### src/rtl/wb_master_bridge.sv
// ============================================================================
// Module      : wb_master_bridge
// Description : Single-outstanding request/response to Wishbone classic
//               initiator bridge. Optional bus timeout: WB_MASTER_TIMEOUT_EN.
// Revision    : 1.0 - initial release
// ============================================================================
`default_nettype none

module wb_master_bridge #(
    parameter int unsigned TIMEOUT_CYCLES = 255
) (
    input  logic        clk_i,
    input  logic        rst,
    input  logic        req_valid_i,
    output logic        req_ready_o,
    input  logic [31:0] req_addr_i,
    input  logic [31:0] req_wdata_i,
    input  logic        req_we_i,
    input  logic [3:0]  req_sel_i,
    output logic        rsp_valid_o,
    input  logic        rsp_ready_i,
    output logic [31:0] rsp_rdata_o,
    output logic        rsp_err_o,
    output logic [31:0] wb_addr_o,
    output logic [31:0] wb_data_o,
    output logic        wb_we_o,
    output logic [3:0]  wb_sel_o,
    output logic        wb_stb_o,
    output logic        wb_cyc_o,
    input  logic [31:0] wb_data_i,
    input  logic        wb_ack_i,
    input  logic        wb_err_i
);

    localparam logic [1:0] ST_IDLE = 2'd0;
    localparam logic [1:0] ST_BUS  = 2'd1;
    localparam logic [1:0] ST_RESP = 2'd2;

    logic [1:0]  state_q, state_d;
    logic [31:0] addr_q, addr_d;
    logic [31:0] wdata_q, wdata_d;
    logic        we_q, we_d;
    logic [3:0]  sel_q, sel_d;
    logic        cyc_q, cyc_d;
    logic        rsp_valid_q, rsp_valid_d;
    logic [31:0] rdata_q, rdata_d;
    logic        err_q, err_d;
    logic        tmo_hit;

`ifdef WB_MASTER_TIMEOUT_EN
    localparam logic [15:0] TMO_LAST = 16'(TIMEOUT_CYCLES - 1);
    logic [15:0] tmo_cnt_q, tmo_cnt_d;
    // Counter holds the number of completed unacknowledged BUS cycles.
    assign tmo_hit = (tmo_cnt_q == TMO_LAST);
`else
    logic [31:0] timeout_cfg_unused;
    assign timeout_cfg_unused = TIMEOUT_CYCLES;
    assign tmo_hit = 1'b0;
`endif

    always_comb begin
        state_d     = state_q;
        addr_d      = addr_q;
        wdata_d     = wdata_q;
        we_d        = we_q;
        sel_d       = sel_q;
        cyc_d       = cyc_q;
        rsp_valid_d = rsp_valid_q;
        rdata_d     = rdata_q;
        err_d       = err_q;
`ifdef WB_MASTER_TIMEOUT_EN
        tmo_cnt_d   = tmo_cnt_q;
`endif
        case (state_q)
            ST_IDLE: begin
                if (req_valid_i) begin
                    addr_d  = req_addr_i;
                    wdata_d = req_wdata_i;
                    we_d    = req_we_i;
                    sel_d   = req_sel_i;
                    cyc_d   = 1'b1;
                    state_d = ST_BUS;
`ifdef WB_MASTER_TIMEOUT_EN
                    tmo_cnt_d = 16'd0;
`endif
                end
            end
            ST_BUS: begin
                // Error outranks ack, and either outranks a coincident timeout.
                if (wb_err_i || (!wb_ack_i && tmo_hit)) begin
                    rdata_d     = 32'd0;
                    err_d       = 1'b1;
                    cyc_d       = 1'b0;
                    rsp_valid_d = 1'b1;
                    state_d     = ST_RESP;
                end else if (wb_ack_i) begin
                    rdata_d     = wb_data_i;
                    err_d       = 1'b0;
                    cyc_d       = 1'b0;
                    rsp_valid_d = 1'b1;
                    state_d     = ST_RESP;
                end else begin
`ifdef WB_MASTER_TIMEOUT_EN
                    tmo_cnt_d = tmo_cnt_q + 16'd1;
`endif
                end
            end
            ST_RESP: begin
                if (rsp_ready_i) begin
                    rsp_valid_d = 1'b0;
                    state_d     = ST_IDLE;
                end
            end
            default: begin
                cyc_d       = 1'b0;
                rsp_valid_d = 1'b0;
                state_d     = ST_IDLE;
            end
        endcase
    end

    always_ff @(posedge clk_i or posedge rst) begin
        if (rst) begin
            state_q     <= ST_IDLE;
            addr_q      <= 32'd0;
            wdata_q     <= 32'd0;
            we_q        <= 1'b0;
            sel_q       <= 4'd0;
            cyc_q       <= 1'b0;
            rsp_valid_q <= 1'b0;
            rdata_q     <= 32'd0;
            err_q       <= 1'b0;
`ifdef WB_MASTER_TIMEOUT_EN
            tmo_cnt_q   <= 16'd0;
`endif
        end else begin
            state_q     <= state_d;
            addr_q      <= addr_d;
            wdata_q     <= wdata_d;
            we_q        <= we_d;
            sel_q       <= sel_d;
            cyc_q       <= cyc_d;
            rsp_valid_q <= rsp_valid_d;
            rdata_q     <= rdata_d;
            err_q       <= err_d;
`ifdef WB_MASTER_TIMEOUT_EN
            tmo_cnt_q   <= tmo_cnt_d;
`endif
        end
    end

    assign req_ready_o = (state_q == ST_IDLE);
    assign wb_addr_o   = addr_q;
    assign wb_data_o   = wdata_q;
    assign wb_we_o     = we_q;
    assign wb_sel_o    = sel_q;
    assign wb_cyc_o    = cyc_q;
    assign wb_stb_o    = cyc_q;
    assign rsp_valid_o = rsp_valid_q;
    assign rsp_rdata_o = rdata_q;
    assign rsp_err_o   = err_q;

endmodule

`default_nettype wire

### config.mk
export PLATFORM = sky130hd
export DESIGN_NAME = wb_master_bridge
export DESIGN_NICKNAME = d
export VERILOG_FILES = /design/src/rtl/wb_master_bridge.sv
export SDC_FILE = /design/constraint.sdc
export NUM_CORES = 1
export LEC_CHECK = 0
export BUFFER_PORTS_ARGS = -buffer_cell sky130_fd_sc_hd__buf_4
export CAP_MARGIN = 40
export CORE_ASPECT_RATIO = 0.6
export CORE_UTILIZATION = 45
export DETAILED_ROUTE_END_ITERATION = 8
export PLACE_DENSITY_LB_ADDON = 0.15
export SYNTH_ARGS = -nofsm -noshare
export SYNTH_HDL_FRONTEND = slang
export SYNTH_SLANG_ARGS = --single-unit
### constraint.sdc
create_clock -name clk_i -period 3.5 [get_ports clk_i]
set_input_delay 0.35 -clock clk_i [delete_from_list [all_inputs] [get_ports clk_i]]
set_output_delay 0.35 -clock clk_i [all_outputs]
set_load 0.02 [all_outputs]
# == Yosys cells after proc, flatten, opt, wreduce, memory -nomap -nowiden ==
# Index checks and enable logic that the tools add are counted.
# Widths: inputs -> output; s select.
# totals
regBits,106
latch_bits,0
ram_bits,0
rom_bits,0
in_bits,107
out_inout_bits,106
word_cells,39
n_memories,0
# classes
n_addsub,0
multipliers,0
n_div,0
order_cmp,0
n_eq_ne,5
shift,0
muxes,16
n_bitwise,2
n_reduce_logical,7
# op_table
op,n
$mux 32,2
$reduce_and 3->1,3
$mux 2,4
$mux 1,7
$pmux 1 s3,2
$pmux 2 s3,1
$ne 2x2->1 const B,2
$reduce_and 2->1,2
$ne 3x3->1 const B,1
$eq 2x1->1 const B,1
$eq 2x2->1 const B,1
$logic_not 2->1,1
$not 1->1,2
$reduce_bool 2->1,1

# == Logic depth before layout (Yosys ltp) ==
# Gate-level depths: netlist of run 1.
# depth
ltp_word,3
depth_mapped,6

# == Worst setup path before layout of run 1 ==
# OpenSTA, ideal clock, no wires.
# synth_timing
path_kind,flip-flop to flip-flop
start,register state_q[0]
end,register addr_q[24] (netlist: wb_addr_o[24])
setup_time_ps,127
t_arrival_ps,1401
path_slack_ps,1971
stages_incl_launch_ff,6
path_buffers,3
path_cell_list,dfrtp_1 > buf_2 > nor3b_4 > buf_6 > buf_6 > mux2_1
# synth_via
elab_chain_cells,2
# synth_rtl
item,line,source
"start, declared",39,"logic [1:0] state_q, state_d;"
"start signal, assigned",137,state_q <= state_d;
$logic_not 2->1,74,case (state_q)
$reduce_and 2->1 (no source line),--,
"end signal, assigned",138,addr_q <= addr_d;
"end, declared",40,"logic [31:0] addr_q, addr_d;"
# Every way passes these cells.
# A chain may end at the register's enable or synchronous reset.

# == Worst setup path in the final report of run 1 ==
# layout_timing
start,register state_q[0]
end,register addr_q[11] (netlist: wb_addr_o[11])
# Same word-level chain as after synthesis.

==> summary.md, run 1 <==
| Metric | Value |
|---|---|
| Seq cells post-synth | `approximately 110` |
| TritonCTS buffer count | `9` |
| Netlist cell types | `22` |
| Starting Density | `between 40 and 50%` |
| Worst reg2reg setup slack | `around 1.8 ns` |
| Max clock buf depth | `2` |
| Vias in the first global route | `3,268` |
| Max FO, Critical Path | `36` |
| Via Count | `approximately 3,200` |
| FMAX | `586 MHz` |
| Largest net degree at the start of global routing | `60` |
| Clock power share | `about 17%` |
| Max-slew headroom | `about half` |
| Synthesized area | `roughly 4100 µm²` |
| Post-synth EDFFs | `0` |
| Hold Buf Count CTS | `0` |
| Top_reg_cell synth | `dfrtp_1` |
| Count leader, synth | `dfrtp_1` |
| Worst VDD drop | `approximately 530 µV` |
| Slowest stage delay, CP | `roughly 0.48 ns` |
| Period Utilization, post-route | `48.7%` |
| Wire per inst | `between 15 and 20 µm` |
| Final HPWL DP | `between 7 and 8 mm` |
| PnR worst setup slack | `around 1.8 ns` |
| Part of the power in registers | `between 30% and 40%` |
| Hold Vio Cnt, Final | `0` |
| Residual DRC count | `13` |
| Worst Tran Pin Value | `around 0.76 ns` |
| Most frequent cells after synthesis | `dfrtp_1 (106), mux2_2 (59), o21ai_0 (57)` |
| # port buffers | `about 210` |
| Power Density | `around 1000 nW/µm²` |
| Required @ worst endpoint | `about 3.7 ns` |
| Vias per inst | `5.05` |
| GR Overflow Total | `0` |
| RSZ-0062 raised after global routing | `false` |
| Clk_lat worst skew | `between 0.3 and 0.4 ns` |
| Minimum clock period | `between 1.5 and 2 ns` |
| Cell Int Power | `between 3 and 4 mW` |
| Net Sw Power | `about 2.3 mW` |
| IO Pins | `between 200 and 250` |
| Worst reg2reg path endpoint | `wb_addr_o[11]$_DFFE_PP0P_` |
| Max stage delay cell, worst path | `dfrtp_1` |
| Buffers & Inverters on Critical Path | `1` |
| Share of the synthesized area in the top cell type | `around 65%` |
| Post-synthesis sequential area ratio | `approximately 65%` |
| H-tree depth | `3` |
| DP Worst Slack | `1.79 ns` |
| R2R Path Start | `state_q[0]$_DFFE_PP0P_` |
| Antenna diodes | `0` |
| Syn Inst Count | `about 310` |
| Clk root buf | `clkbuf_16` |
| Switching share of power | `between 30% and 40%` |
| Number of routed nets with antenna violations | `0` |
| Crit start category | `register` |
| Family with the most delay on the worst path | `flip-flops` |
| GR Util All Layers | `between 20 and 25%` |
| Core area | `8690 µm²` |
| Post-CTS Setup Inserts | `0` |
| Worst hold slack | `about 0.16 ns` |
| Gp weighted congestion | `around 0.8` |
| Die Y | `approximately 76 µm` |
| Status | `finished with violations` |
| Core Rows | `26` |
| DR pass1 iterations | `7` |
| Antenna violations before repair | `0` |
| CP Capture Type | `register` |
| Ratio of cells with drive above 1 in the final layout | `~57%` |
| Layout area overhead | `48.2%` |
| DR iter-0 viols | `172` |
| Synth Warn # | `0` |
| Type of the worst setup path | `register to register` |
| Clock tree from TritonCTS | `built` |
| First-pass GRT wire length | `16.6 mm` |
| Max-slew violation count | `0` |
| Failing checks | `design-rule violations` |
| Clock transition at the registers of the reported paths | `0.07 ns` |
| Comb power frac | `between 40% and 50%` |
| Avg Cell Area, Syn | `13.4 µm²` |
| Final total power | `~6.0 mW` |
| Biggest area consumer among synthesized cells | `dfrtp_1` |
| R2r worst-path depth | `3` |
| Mapped Nets | `roughly 410` |
| TritonCTS Sinks | `around 110` |
| Fraction of registers with async set/reset | `100%` |
| Leakage | `just under 3 nW` |
| Max_cap viols | `0` |
| Post-CTS resize count | `0` |
| Worst-path cell chain | `nor3b_4 -> buf_4 -> mux2_2` |
| Die area | `about 9500 µm²` |
| Setup Total Neg Slack | `0 ns` |
| Final setup skew | `around 0.0056 ns` |
| Data arrival, critical path | `slightly below 2 ns` |
| DRT Wirelength | `between 9 and 10 mm` |
| Die Width | `approximately 130 µm` |
| Final #Nets | `between 600 and 700` |
| Synth area leaders | `dfrtp_1 (65%), mux2_2 (16%), o21ai_0 (6.9%)` |
| Setup violations, final | `0` |
| Worst Hold Class | `input port to async pin` |
[worst reg2reg max path, stage by stage (launching register included)]
cell	delay [ns]
dfrtp_1	0.48
nor3b_4	0.26
buf_4	0.44
mux2_2	0.41
[flip-flops by register name (all words and copies together), names as in the netlist]
| signal | cells |
|---|---|
| state_q | 2 |
| rsp_rdata_o | 32 |
| wb_sel_o | 4 |
| wb_addr_o | 32 |
| wb_cyc_o | 1 |
| rsp_err_o | 1 |
| rsp_valid_o | 1 |
| wb_data_o | 32 |
| wb_we_o | 1 |
[power by group through the flow]
| stage | Sequential, mW | Clock [mW] | Combinational [mW] |
|---|---|---|---|
| floorplan | 2.92 | 0 | 0.860 |
| global placement | 2.18 | 0 | 2.81 |
| detailed placement | 2.21 | 0 | 2.86 |
| CTS | 2.19 | 1.05 | 2.86 |
| global route | 2.29 | 1.11 | 3.01 |
| finish | 2.19 | 1.03 | 2.83 |
[stage by stage]
step           cell area [µm²]  instances  util [%]
2_1_floorplan             4110        307         -
3_3_place_gp              5770        614      66.4
6_report                  6090        631      70.1
3_5_place_dp              5780        615      66.6
4_1_cts                   6090        631      70.1
5_1_grt                   6090        631      70.1
[layout by cell type (no fill, tap or decap), types with 2 or more instances in the layout]
cell,count
o21ai_0,57
clkbuf_16,9
nand3_1,2
buf_4,216
nand2_1,30
inv_1,3
a22o_1,4
clkinv_2,3
nor2_1,4
dfrtp_1,106
mux2_2,59
clkbuf_8,2
mux2_1,10
[layer usage]
layer	vias to the layer above	wire, µm	GRT usage [%]
met5	-	0	0
met2	138	4790	35.0
met4	0	115	5.85
met1	1558	4110	28.6
li1	1475	-	-
met3	13	969	9.55
[worst max-delay path by stage]
stage	start	endpoint	depth (start not counted)
final	state_q[0]$_DFFE_PP0P_	wb_addr_o[11]$_DFFE_PP0P_	3
after global routing	state_q[0]$_DFFE_PP0P_	wb_addr_o[13]$_DFFE_PP0P_	3
after CTS	state_q[0]$_DFFE_PP0P_	wb_data_o[31]$_DFFE_PP0P_	3
after detailed placement	state_q[0]$_DFFE_PP0P_	wb_data_o[31]$_DFFE_PP0P_	3
after global placement	state_q[0]$_DFFE_PP0P_	rsp_err_o$_DFFE_PP0P_	2
after floorplan	rst	rsp_err_o$_DFFE_PP0P_	1
[area by class of cell]
type	count	area [µm²]
clock inverters	5	52.6
fillers	621	2600
flip-flops and latches	106	2650
inverters	4	17.5
multi-input cells	175	1320
clock buffers	11	253
well taps	112	140
repair buffers	218	1660
[cells by family after synthesis]
logic type	after synthesis	synth area share, %
DFF	106	64.6
buffers and inverters	26	3.38
AOI/OAI and AO/OA	64	8.25
and+or+nand+nor	41	4.63
muxes	70	19.2
Power figures use the tool's default switching activity.
==> inputs of run 2 (changes only) <==
--- a/config.mk
+++ b/config.mk
@@ -8,7 +8,7 @@
 export BUFFER_PORTS_ARGS = -buffer_cell sky130_fd_sc_hd__buf_4
 export CAP_MARGIN = 40
 export CORE_ASPECT_RATIO = 0.6
-export CORE_UTILIZATION = 45
+export CORE_UTILIZATION = 41
 export DETAILED_ROUTE_END_ITERATION = 8
 export PLACE_DENSITY_LB_ADDON = 0.15
 export SYNTH_ARGS = -nofsm -noshare
==> constraint.sdc (replaced) <==
create_clock -name clk_i -period 1.5 [get_ports clk_i]
set_input_delay 0.15 -clock clk_i [delete_from_list [all_inputs] [get_ports clk_i]]
set_output_delay 0.15 -clock clk_i [all_outputs]
set_load 0.02 [all_outputs]
==> summary.md, run 2 (synthesized netlist as in run 1, its figures left out) <==
| Metric | Value |
|---|---|
| Status | `completed` |
| Max stage delay cell, worst path | `dfrtp_1` |
| Hold Vio Cnt, Final | `0 (unchanged)` |
| Die Y | `79.5 µm (+4.6%)` |
| Data arrival, critical path | `1.68 ns (-0.25 ns)` |
| Clock transition at the registers of the reported paths | `0.07 ns (about the same)` |
| Clock tree from TritonCTS | `built` |
| Die Width | `131 µm (+4.7%)` |
| Residual DRC count | `0 (-13)` |
| Die area | `10,400 µm² (+9.5%)` |
| # port buffers | `212 (unchanged)` |
| Placed cell count | `643 (+4.6%)` |
| Leakage | `3.00 nW (+2.3%)` |
| Vias per inst | `4.89 (-3.1%)` |
| Starting Density | `43.4% (-3.9 points)` |
| Final #Nets | `635 (+2.3%)` |
| First-pass GRT wire length | `16.7 mm (+0.66%)` |
| Clk root buf | `clkbuf_16` |
| Minimum clock period | `1.46 ns (-0.248 ns)` |
| CP Capture Type | `register` |
| Most used cell along the critical path | `buf_12` |
| Most common cell after layout, fill and taps aside | `buf_4` |
| Worst-path cell chain | `nor3b_4 -> buf_12 -> buf_12 -> mux2_2` |
| Max_cap viols | `0 (unchanged)` |
| Antenna violations before repair | `0 (unchanged)` |
| RSZ-0062 raised after global routing | `true` |
| Most frequent cells in the layout | `buf_4 (222), dfrtp_1 (106), mux2_2 (59)` |
| Final setup skew | `0.00524 ns (-0.000345 ns)` |
| Via Count | `3,236 (+1.6%)` |
| Buffers & Inverters on Critical Path | `2 (+1)` |
| DP Worst Slack | `0.0404 ns (-1.74 ns)` |
| Post-CTS resize count | `0 (unchanged)` |
| Core Rows | `27 (+3.8%)` |
| Max FO, Critical Path | `16 (-56%)` |
| TritonCTS buffer count | `9 (unchanged)` |
| IO Pins | `213 (unchanged)` |
| FMAX | `686 MHz (+17%)` |
| Power Density | `2290 nW/µm² (+130%)` |
| Final HPWL DP | `7.52 mm (+3.3%)` |
| DRT Wirelength | `10.3 mm (+2.7%)` |
| GR Overflow Total | `0 (unchanged)` |
| Max-slew violation count | `0 (unchanged)` |
| Vias in the first global route | `3,321 (+1.6%)` |
| DR pass1 iterations | `4 (-3)` |
| Family with the most delay on the worst path | `flip-flops` |
| Crit start category | `register` |
| Core area | `9460 µm² (+8.9%)` |
| Type of the worst setup path | `register to register` |
| Period Utilization, post-route | `97.2% (+48 points)` |
| Slowest stage delay, CP | `0.41 ns (-0.07 ns)` |
| Clk_lat worst skew | `0.34 ns (about the same)` |
| Layout area overhead | `53.0%` |
| Ratio of cells with drive above 1 in the final layout | `57.5% (+0.29 points)` |
| PnR worst setup slack | `0.0419 ns (-1.75 ns)` |
| Max clock buf depth | `2 (unchanged)` |
| Number of routed nets with antenna violations | `0 (unchanged)` |
| Largest net degree at the start of global routing | `74 (+23%)` |
| Worst hold slack | `0.0212 ns (-0.137 ns)` |
| TritonCTS Sinks | `106 (unchanged)` |
| DR iter-0 viols | `94 (-45%)` |
| Wire per inst | `15.5 µm (-2.2%)` |
| Worst VDD drop | `1310 µV (+150%)` |
| Final Non-Filler Cells | `662 (+4.9%)` |
| H-tree depth | `3 (unchanged)` |
| Required @ worst endpoint | `1.72 ns (-2.00 ns)` |
| Antenna diodes | `0 (unchanged)` |
| Max-slew headroom | `72.5% (+23 points)` |
| Worst Tran Pin Value | `0.413 ns (-0.351 ns)` |
| Worst Hold Class | `input port to register` |
| GR Util All Layers | `20.7% (-1.7 points)` |
| Setup violations, final | `0 (unchanged)` |
| Gp weighted congestion | `0.762 (-4.5%)` |
==> run 2: final timing paths <==
path / startpoint / end / slack [ns] / depth (start not counted)
min in group asynchronous: rst / rsp_rdata_o[30]$_DFFE_PP0P_ / 0.50 / 4
setup / recovery: state_q[1]$_DFFE_PP0P_ / wb_addr_o[10]$_DFFE_PP0P_ / 0.04 / 4
hold / removal: req_sel_i[2] / wb_sel_o[2]$_DFFE_PP0P_ / 0.02 / 2
setup reg to reg: state_q[1]$_DFFE_PP0P_ / wb_addr_o[10]$_DFFE_PP0P_ / 0.04 / 4
hold reg to reg: wb_sel_o[2]$_DFFE_PP0P_ / wb_sel_o[2]$_DFFE_PP0P_ / 0.49 / 1
max in group asynchronous: rst / wb_data_o[7]$_DFFE_PP0P_ / 0.67 / 4
==> run 2: layout make-up <==
cell class | count | area [µm²]
Clock inverter | 4 | 53.8
Sequential cell | 106 | 2650
Fill cell | 748 | 3180
Timing Repair Buffer | 232 | 1850
Inverter | 4 | 18.8
Clock buffer | 11 | 233
Multi-Input combinational cell | 175 | 1320
Tap cell | 130 | 163
==> run 2: repair_timing <==
action,4_1_cts,5_1_grt
buffers inserted,0,2
setup endpoints to repair,0,34
hold buffers,2,0
hold endpoints to repair,107,0
==> run 2: metal layers <==
metal	share of wire (%)	vias up	wire [µm]	global-route usage, %
met5	0	-	0	0
met4	1.5	0	149	6.82
met3	10	11	1030	9.33
met2	48	140	4960	32.7
met1	40	1583	4110	25.4
li1	-	1502	-	-
==> run 2: worst reg2reg max path: cells and delay by family (launching register included) <==
kind | cells | cell delay [ns]
DFF | 1 | 0.41
muxes | 1 | 0.35
buffers and inverters | 2 | 0.34
and+or+nand+nor | 1 | 0.24
==> run 2: report_power, final <==
part | switching [mW] | internal (mW) | leakage (nW)
Sequential | 0.788 | 4.31 | 1.29
Combinational | 3.57 | 3.41 | 1.58
Clock | 1.01 | 1.29 | 0.132
Total | 5.36 | 9.01 | 3.00
==> run 2: per-stage QoR <==
step / cell area (µm²) / util [%] / TNS [ns] / total power, mW
6_report: 6280 / 66.4 / 0 / 14.4
5_1_grt: 6280 / 66.4 / -0.159 / 15.2
4_1_cts: 6270 / 66.3 / 0 / 14.5
3_5_place_dp: 5960 / 63.0 / 0 / 12.2
3_3_place_gp: 5960 / 63.0 / 0 / 12.0
2_1_floorplan: 4120 / - / 0 / 8.84
==> inputs of run 3 (changes only) <==
--- a/config.mk
+++ b/config.mk
@@ -11,6 +11,7 @@
 export CORE_UTILIZATION = 41
 export DETAILED_ROUTE_END_ITERATION = 8
 export PLACE_DENSITY_LB_ADDON = 0.15
+export RECOVER_POWER = 50
 export SYNTH_ARGS = -nofsm -noshare
 export SYNTH_HDL_FRONTEND = slang
 export SYNTH_SLANG_ARGS = --single-unit
==> summary.md, run 3 (synthesized netlist as in run 1, its figures left out) <==
| Metric | Value |
|---|---|
| RSZ-0062 raised after global routing | `true` |
| IO Pins | `213 (unchanged)` |
| Multi-input gate area | `1320 µm² (unchanged)` |
| Leakage | `2.86 nW (-4.9%)` |
| First-pass GRT wire length | `16.7 mm (unchanged)` |
| Vias per inst | `4.86 (-0.56%)` |
| Max clock buf depth | `2 (unchanged)` |
| Final total power | `13.9 mW (-3.0%)` |
| Antenna diodes | `0 (unchanged)` |
| Minimum clock period | `1.46 ns (-0.00139 ns)` |
| Required @ worst endpoint | `1.72 ns (about the same)` |
| Vias in the first global route | `3,321 (unchanged)` |
| Max-slew headroom | `46.1% (-26 points)` |
| FMAX | `687 MHz (about the same)` |
| R2r worst-path depth | `4 (unchanged)` |
| DRT Wirelength | `10.3 mm (+0.25%)` |
| Die Width | `131 µm (unchanged)` |
| Max-slew violation count | `0 (unchanged)` |
| Setup violations, final | `0 (unchanged)` |
| Core area | `9460 µm² (unchanged)` |
| Most common cell after layout, fill and taps aside | `buf_4` |
| DR iter-0 viols | `103 (+9.6%)` |
| Worst hold slack | `0.0213 ns (+0.000189 ns)` |
| GR Overflow Total | `0 (unchanged)` |
| Clock transition at the registers of the reported paths | `0.07 ns (about the same)` |
| Crit start category | `register` |
| Gp weighted congestion | `0.762 (unchanged)` |
| H-tree depth | `3 (unchanged)` |
| Most frequent cells in the layout | `buf_4 (184), dfrtp_1 (106), mux2_2 (59)` |
| Final #Nets | `635 (unchanged)` |
| Worst VDD drop | `1300 µV (-1.1%)` |
| Type of the worst setup path | `register to register` |
| GR Util All Layers | `20.7% (unchanged)` |
| Data arrival, critical path | `1.68 ns (about the same)` |
| Number of routed nets with antenna violations | `0 (unchanged)` |
| Fill cell count | `779 (+4.1%)` |
| Core Rows | `27 (unchanged)` |
| Die area | `10,400 µm² (unchanged)` |
| Fin util | `64.8% (-1.6 points)` |
| Post-CTS resize count | `0 (unchanged)` |
| Storage cell area | `2650 µm² (unchanged)` |
| Final HPWL DP | `7.52 mm (unchanged)` |
| Hold path cells | `2 (unchanged)` |
| Hold Vio Cnt, Final | `0 (unchanged)` |
| Status | `completed` |
| Period Utilization, post-route | `97.1% (about the same)` |
| # port buffers | `212 (unchanged)` |
| Max_cap viols | `0 (unchanged)` |
| Die Y | `79.5 µm (unchanged)` |
| CP Capture Type | `register` |
| Residual DRC count | `0 (unchanged)` |
| Antenna violations before repair | `0 (unchanged)` |
| Final setup skew | `0.00486 ns (-0.000385 ns)` |
| Clk_lat worst skew | `0.34 ns (about the same)` |
| DR pass1 iterations | `4 (unchanged)` |
| Power Density | `2270 nW/µm² (-0.63%)` |
| Final instance area | `6130 µm² (-2.4%)` |
| Worst Tran Pin Value | `0.808 ns (+0.395 ns)` |
| Via Count | `3,218 (-0.56%)` |
| Clock tree from TritonCTS | `built` |
| Placed cell area | `5960 µm² (unchanged)` |
| Worst Hold Class | `input port to register` |
| Clk root buf | `clkbuf_16` |
| Layout area overhead | `49.3%` |
| Wire per inst | `15.5 µm (+0.25%)` |
| Max FO, Critical Path | `16 (unchanged)` |
| TritonCTS Sinks | `106 (unchanged)` |
| TritonCTS buffer count | `9 (unchanged)` |
| Largest net degree at the start of global routing | `74 (unchanged)` |
| Ratio of cells with drive above 1 in the final layout | `50.6% (-7.0 points)` |
| Starting Density | `43.4% (unchanged)` |
-- run 3: changes by cell type in the layout (fill, tap and decap cells not counted) --
cell / change
clkbuf_2: +1
buf_6: +1
clkbuf_1: +37
buf_12: -1
buf_4: -38
-- run 3: final timing paths --
check | startpoint | endpoint | slack, ns
worst max-delay path | state_q[1]$_DFFE_PP0P_ | wb_addr_o[10]$_DFFE_PP0P_ | 0.04
worst min-delay path | req_sel_i[2] | wb_sel_o[2]$_DFFE_PP0P_ | 0.02
worst max register to register | state_q[1]$_DFFE_PP0P_ | wb_addr_o[10]$_DFFE_PP0P_ | 0.04
worst min register to register | wb_sel_o[2]$_DFFE_PP0P_ | wb_sel_o[2]$_DFFE_PP0P_ | 0.49
max in group asynchronous | rst | wb_data_o[7]$_DFFE_PP0P_ | 0.34
min in group asynchronous | rst | rsp_rdata_o[10]$_DFFE_PP0P_ | 0.58
-- run 3: area by class of cell --
| cell class | instances | share of cell area, % |
|---|---|---|
| Clock buffer | 11 | 3.79 |
| Clock inverter | 4 | 0.877 |
| Inverter | 4 | 0.306 |
| Multi-Input combinational cell | 175 | 21.5 |
| Sequential cell | 106 | 43.2 |
| Tap cell | 130 | 2.65 |
| Timing Repair Buffer | 232 | 27.7 |
-- run 3: what timing repair did --
action                                  CTS  global route
hold buffers                              2             0
endpoints found under the hold margin   107             0
endpoints found under the setup margin    0            34
buffers inserted                          0             2
-- run 3: per-layer routing --
layer	GRT usage, %	vias to the layer above	wire (µm)
met1	25.4	1567	4140
met4	6.82	0	149
li1	-	1498	-
met2	32.7	142	4950
met5	0	-	0
met3	9.33	11	1040
-- run 3: critical path, cell delays in order (launching register included) --
cell,delay (ns)
dfrtp_1,0.41
nor3b_4,0.24
buf_12,0.18
buf_12,0.16
mux2_2,0.34
-- run 3: power by group --
part | switching, mW | leakage, nW | internal (mW) | total (mW)
Clock | 1.00 | 0.132 | 1.29 | 2.29
Sequential | 0.776 | 1.29 | 4.30 | 5.08
Combinational | 3.57 | 1.43 | 3.00 | 6.57
Total | 5.34 | 2.86 | 8.60 | 13.9
-- run 3: through the flow --
| stage | std cells | setup WS [ns] | setup TNS [ns] |
|---|---|---|---|
| after CTS | 660 | 0.0249 | 0 |
| after global placement | 643 | 0.0564 | 0 |
| final | 662 | 0.0433 | 0 |
| after floorplan | 307 | 0.00835 | 0 |
| after global routing | 662 | -0.0175 | -0.159 |
| after detailed placement | 643 | 0.0404 | 0 |
